## src/rtl/dm_pkg.sv

```systemverilog
// Shared types for the data-memory arbiter: FSM states, owner encoding, default depth.
package dm_pkg;

  typedef enum logic [1:0] {
    StIdle   = 2'd0,
    StAccess = 2'd1,
    StResp   = 2'd2
  } state_e;

  typedef enum logic {
    OwnCpu = 1'b0,
    OwnDbg = 1'b1
  } owner_e;

  localparam int unsigned NumWordsDef = 8;

endpackage

```

## src/rtl/rr_arb2.sv

```systemverilog
// Two-way round-robin grant: a lone requester wins; on a tie the one not served last wins.
module rr_arb2 (
  input  logic [1:0] req,   // bit 0 = cpu, bit 1 = dbg
  input  logic       last,  // 1 = dbg was served last
  output logic [1:0] gnt
);

  // One-hot grant; a tie goes to the requester that did not win last time
  always_comb begin
    gnt = req;
    if (req == 2'b11) begin
      gnt = last ? 2'b01 : 2'b10;
    end
  end

endmodule

```

## src/rtl/dm_arbiter.sv

```systemverilog
// Arbiter/sequencer in front of a combinational single-ported data memory.
// Each accepted request becomes one IDLE -> ACCESS -> RESP pass with a single R or W strobe.
module dm_arbiter
  import dm_pkg::*;
#(
  parameter int unsigned NUM_WORDS = NumWordsDef,
  parameter int unsigned AW        = 32
) (
  input  logic          clk,
  input  logic          rst,
  input  logic          cpu_req,
  input  logic          cpu_we,
  input  logic [AW-1:0] cpu_addr,
  input  logic [31:0]   cpu_wdata,
  output logic          cpu_stall,
  output logic          cpu_rvalid,
  output logic [31:0]   cpu_rdata,
  input  logic          dbg_req,
  input  logic          dbg_we,
  input  logic [AW-1:0] dbg_addr,
  input  logic [31:0]   dbg_wdata,
  output logic          dbg_rvalid,
  output logic [31:0]   dbg_rdata,
  output logic          dm_R,
  output logic          dm_W,
  output logic [AW-1:0] dm_Addr,
  output logic [31:0]   dm_W_data,
  input  logic [31:0]   dm_R_data,
  output logic          err
);

  state_e        state_q, state_d;
  owner_e        last_q, last_d;
  owner_e        owner_q, owner_d;
  logic          we_q, we_d;
  logic [AW-1:0] addr_q, addr_d;
  logic [31:0]   wdata_q, wdata_d;
  logic [31:0]   rdata_q, rdata_d;
  logic [1:0]    gnt;
  logic          in_range;
  logic          in_access;
  logic          in_resp;

  // Full-width unsigned compare so huge addresses never alias into the array
  assign in_range = (addr_q < AW'(NUM_WORDS));

  rr_arb2 u_rr_arb2 (
    .req  ({dbg_req, cpu_req}),
    .last (last_q),
    .gnt  (gnt)
  );

  // State and latched-transaction registers, synchronous reset
  always_ff @(posedge clk) begin
    if (rst) begin
      state_q <= StIdle;
      last_q  <= OwnDbg;
      owner_q <= OwnCpu;
      we_q    <= 1'b0;
      addr_q  <= '0;
      wdata_q <= '0;
      rdata_q <= '0;
    end else begin
      state_q <= state_d;
      last_q  <= last_d;
      owner_q <= owner_d;
      we_q    <= we_d;
      addr_q  <= addr_d;
      wdata_q <= wdata_d;
      rdata_q <= rdata_d;
    end
  end

  // Next-state: accept in IDLE, capture read data at end of ACCESS, record owner in RESP
  always_comb begin
    state_d = state_q;
    last_d  = last_q;
    owner_d = owner_q;
    we_d    = we_q;
    addr_d  = addr_q;
    wdata_d = wdata_q;
    rdata_d = rdata_q;
    unique case (state_q)
      StIdle: begin
        if (gnt != 2'b00) begin
          state_d = StAccess;
          if (gnt[1]) begin
            owner_d = OwnDbg;
            we_d    = dbg_we;
            addr_d  = dbg_addr;
            wdata_d = dbg_wdata;
          end else begin
            owner_d = OwnCpu;
            we_d    = cpu_we;
            addr_d  = cpu_addr;
            wdata_d = cpu_wdata;
          end
        end
      end
      StAccess: begin
        rdata_d = (~we_q & in_range) ? dm_R_data : 32'h0;
        state_d = StResp;
      end
      StResp: begin
        last_d  = owner_q;
        state_d = StIdle;
      end
      default: state_d = StIdle;
    endcase
  end

  // Outputs decoded from state and latched registers only
  always_comb begin
    in_access  = (state_q == StAccess);
    in_resp    = (state_q == StResp);
    dm_R       = in_access & ~we_q & in_range;
    dm_W       = in_access & we_q & in_range;
    dm_Addr    = addr_q;
    dm_W_data  = wdata_q;
    cpu_rvalid = in_resp & (owner_q == OwnCpu);
    dbg_rvalid = in_resp & (owner_q == OwnDbg);
    cpu_rdata  = cpu_rvalid ? rdata_q : 32'h0;
    dbg_rdata  = dbg_rvalid ? rdata_q : 32'h0;
    err        = in_resp & ~in_range;
  end

  assign cpu_stall = cpu_req & ~cpu_rvalid;

endmodule

```

## config.mk

```make
export PLATFORM = sky130hd
export DESIGN_NAME = dm_arbiter
export DESIGN_NICKNAME = d
export VERILOG_FILES = /design/src/rtl/dm_pkg.sv /design/src/rtl/rr_arb2.sv /design/src/rtl/dm_arbiter.sv
export SDC_FILE = /design/constraint.sdc
export NUM_CORES = 1
export LEC_CHECK = 0
export CORE_MARGIN = 3
export CORE_UTILIZATION = 34
export CTS_CLUSTER_DIAMETER = 80
export CTS_CLUSTER_SIZE = 8
export DETAILED_ROUTE_END_ITERATION = 12
export PLACE_DENSITY = 0.88
export SLEW_MARGIN = 20
export SYNTH_ARGS = -nofsm -noshare
export SYNTH_HDL_FRONTEND = slang
export SYNTH_SLANG_ARGS = --single-unit
export TNS_END_PERCENT = 20
```

## constraint.sdc

```tcl
create_clock -name clk -period 1.9 [get_ports clk]
set_input_delay 0.38 -clock clk [delete_from_list [all_inputs] [get_ports clk]]
set_output_delay 0.38 -clock clk [all_outputs]
set_load 0.005 [all_outputs]
```

# Yosys cells after proc, flatten, opt, wreduce, memory -nomap -nowiden
# Cells that the tools add are included.
# op_classes
magnitude_cmp,1
eq_ne,4
mux,11
bitwise,13
n_reduce_logical,3
# ops
cell,n
two-way mux 32 bit,5
"< comparator 32 x 4 -> 1 bit, second input constant",1
bitwise AND 1 bit,9
two-way mux 2 bit,3
"equality test 2 bit, second input constant",2
NOT 1 bit,4
case mux 2 bit (2 select lines),1
"equality test 2 x 1 -> 1 bit, second input constant",1
zero test 2 bit,1
two-way mux 1 bit,2
"!= test 2 bit, second input constant",1
AND reduction 2 bit,1
nonzero test 2 bit,1
# word_totals
ff_bits,101
in_bits,166
out_inout_bits,134
wordCells,39

# Depth between registers and ports, before layout
# depth
depth_word,5
ltp_mapped,6
ltp_nobuf,4

# Cells and area by module
# A second synthesis with hierarchy kept.
# unflattened
cells_unflattened,547
hier_area_um2,4947.2
# by_module_without_submodules
mod,n_inst,cells_per_inst,area_each_um2,seq_area_each_um2
dm_arbiter,1,544,4928.5,2021.9
rr_arb2,1,3,18.8,0.0

# Worst setup path after synthesis
# No wires, ideal clock.
# synth_timing
kind,register to output
startpoint,"register addr_q[23], in the netlist dm_Addr[23]"
endpoint,output port err
t_arrival_ns,1.586
required_ns,1.520
slack_ns,-0.066
path_stages_with_launch,6
path_buffers,1
path_cell_list,dfxtp_1 -> nor4_1 -> nand4_1 -> or4_1 -> buf_6 -> o311a_1
# synth_via
elab_chain_cells,3
# synth_lines
element,line,source
"start, declared",dm_arbiter.sv:36,"logic [AW-1:0] addr_q, addr_d;"
"start signal, assigned",dm_arbiter.sv:68,addr_q <= addr_d;
< comparator 32 x 4 -> 1 bit,dm_arbiter.sv:45,assign in_range = (addr_q < AW'(NUM_WORDS));
NOT 1 bit,dm_arbiter.sv:124,err = in_resp & ~in_range;
bitwise AND 1 bit,dm_arbiter.sv:124,
"end, declared",dm_arbiter.sv:29,output logic err
# No other way between the ends.

# Worst setup path after layout
# layout_timing
startpoint,"register addr_q[17], in the netlist dm_Addr[17]"
endpoint,output port err
# The elaborated chain is that of the path after synthesis.

==> impl_metrics.tcl <==
set metrics [dict create \
    rsz0062_at_grt "yes" \
    setup.worst_path.start_class "register" \
    worst_path_dominant_cell_family "simple AND/OR/NAND/NOR gates" \
    routabilityCongestion 0.791 \
    fmaxAchievable_mhz 422 \
    violations "negative setup slack" \
    setup_violations 65 \
    netlist_instances 543 \
    critPathKind "register to output pin" \
    clock-root-buffer "clkbuf_16" \
    synth.largest_area_cell "dfxtp_1" \
    final_layout_size_suffix_gt1_frac 0.265 \
    die_x_um 126 \
    portBuffers 299 \
    crit_path_cell_trace "nor4_2 > nand4_1 > or4_4 > o311a_1 > buf_2" \
    place_inst 1034 \
    slew-limit-headroom 0.654 \
    arrival_ns 1.99 \
    ir_worst_vdd_v 0.000420 \
    max_stage_delay_ns 0.49 \
    hold_viol_final 0 \
    cts_sinks 101 \
    utilization 0.651 \
    hold_class "register to register" \
    io_pins 300 \
    ant_nets 0 \
    synth.distinct_cells 29 \
    synth_top_area_share 0.410 \
    drcViolationCount 0 \
    wl_per_cell_um 16.4 \
    vias_per_cell 4.88 \
    cpMaxStageDelayCell "or4_4" \
    fin_crit_ns 2.37 \
    cts_buffers 9 \
    netlist_area_um2 4930 \
    end_kind "output pin" \
    wirelength_um 17700 \
    area_growth_pct 85.3 \
    synth-seq-cells 101 \
    start_util 0.351 \
    hpwlAfterDp_um 13100 \
    finalCritPeriodShare 1.25 \
    cts_buffer_depth 2 \
    core_area_um2 14000 \
    status "finished with violations" \
    clkLatencyLatePin_ns 0.34 \
    synthesis.nets 709 \
    cts_tree "built" \
    final_cell_mix "clkdlybuf4s50_1 (228), dfxtp_1 (97), nor2_1 (71), mux2i_1 (65), a211oi_1 (65)" \
    crit_buf_inv 1 \
    synth_area_leaders "dfxtp_1 (41%), mux2i_1 (13%), a211oi_1 (9.9%)" \
    die_h_um 126 \
    stdcell_count 1075 \
    required_ns 1.52 \
    layout_commonest_cell "clkdlybuf4s50_1" \
    grt_max_degree 50 \
    power_w 0.00623 \
    cts_hold_buf 0 \
    htreeDepth 3 \
    die_area_um2 16000 \
    fin_skew_ns 0.0106 \
    grt_pass1_vias 5177 \
    cp_max_fo 3 \
    diodes 0 \
    grt_pass1_wl_um 26200 \
    path_clk_slew_ns 0.07 \
    grt.total_usage 0.204 \
    first_pass_iters 4 \
    final_max_slew_viol_count 0 \
    power_leakage_nw 3.76 \
    antenna_found_initial 0 \
    synth-seq-area-share 0.410 \
    grt_overflow 0 \
    p_per_area_nw_per_um2 682 \
    num_vias 5250 \
    drtIter0Drc 146 \
    cap_violations 0 \
    avgSynthCellArea_um2 9.08 \
    nNetsFinal 1056 \
    worst_pin_slew_ns 0.519 \
    setup_ws_ns -0.469 \
    yosysWarnings 0 \
    row_count 43 \
]
-- layout make-up --
class,count,area [um^2]
Fill cell,1109,4910
Timing Repair Buffer,388,3670
Multi-Input combinational cell,387,2850
Sequential cell,101,2030
Clock buffer,9,225
Tap cell,180,225
Clock inverter,7,128
Inverter,3,11.3
-- Yosys cell counts, drive strengths merged --
cell,instances
dfxtp,101
nor2,73
a211oi,65
mux2i,65
and2,64
clkbuf,34
nand2,34
nand3,33
o31ai,32
buf,18
nor4,4
inv,3
nor2b,3
nor3,3
nand4,2
or4,2
a21boi,1
a21oi,1
a22oi,1
and3,1
o21a,1
o21ai,1
o311a,1
-- worst register-to-register path: stages (launching register included) --
cell and delay (ns):
dfxtp_2 0.33, nor4_2 0.27, nand4_1 0.13, or4_4 0.49
buf_6 0.16, buf_4 0.16, buf_16 0.17, o31ai_2 0.26
-- path summary, 6_finish.rpt --
kind | endpoint | from | cells past startpoint | slack [ns]
max | err | dm_Addr[17] | 5 | -0.47
min | rdata_q[2] | rdata_q[2] | 2 | 0.47
max reg2reg | rdata_q[31] | dm_Addr[17] | 7 | -0.15
min reg2reg | rdata_q[2] | rdata_q[2] | 2 | 0.47
-- through the flow --
stage	setup WS, ns	hold WS [ns]	cell area (um^2)	TNS [ns]
2_1_floorplan	-0.0662	0.431	4930	-0.180
3_3_place_gp	-0.750	0.442	8480	-10.28
3_5_place_dp	-0.766	0.455	8480	-12.58
4_1_cts	-0.587	0.470	9050	-7.53
5_1_grt	-0.565	0.503	9140	-11.76
6_report	-0.469	0.467	9140	-6.49
-- logic make-up (layout without fill, tap and decap cells) --
group	Yosys count	after routing	synth area share
AOI/OAI and AO/OA	103	103	0.188
buffers and inverters	55	407	0.0533
DFF	101	101	0.410
muxes	65	65	0.132
and+or+nand+nor	219	219	0.216
-- timing repair --
item | 4_1_cts | 5_1_grt
pin swaps | 17 | 7
resized for setup | 236 | 77
endpoints found under the setup margin | 102 | 91
setup buffers | 15 | 7
gates cloned | 3 | 3
-- report_power, final --
part | internal (W) | switching [W] | leakage, nW
registers | 0.00229 | 0.000108 | 0.833
clock network | 0.00131 | 0.000850 | 0.173
logic | 0.00101 | 0.000663 | 2.75
-- per-layer routing --
metal	GRT usage	wire, um	vias up
li1	-	-	2624
met1	0.220	6650	2392
met2	0.387	9480	210
met3	0.0484	1170	24
met4	0.0669	375	0
met5	0	0	-
-- flip-flops by register name, indices dropped and copies added (netlist names) --
signal     cells
dm_Addr       32
dm_W_data     32
we_q           1
state_q        2
last_q         1
owner_q        1
rdata_q       32
(Power assumes the default switching activity.)
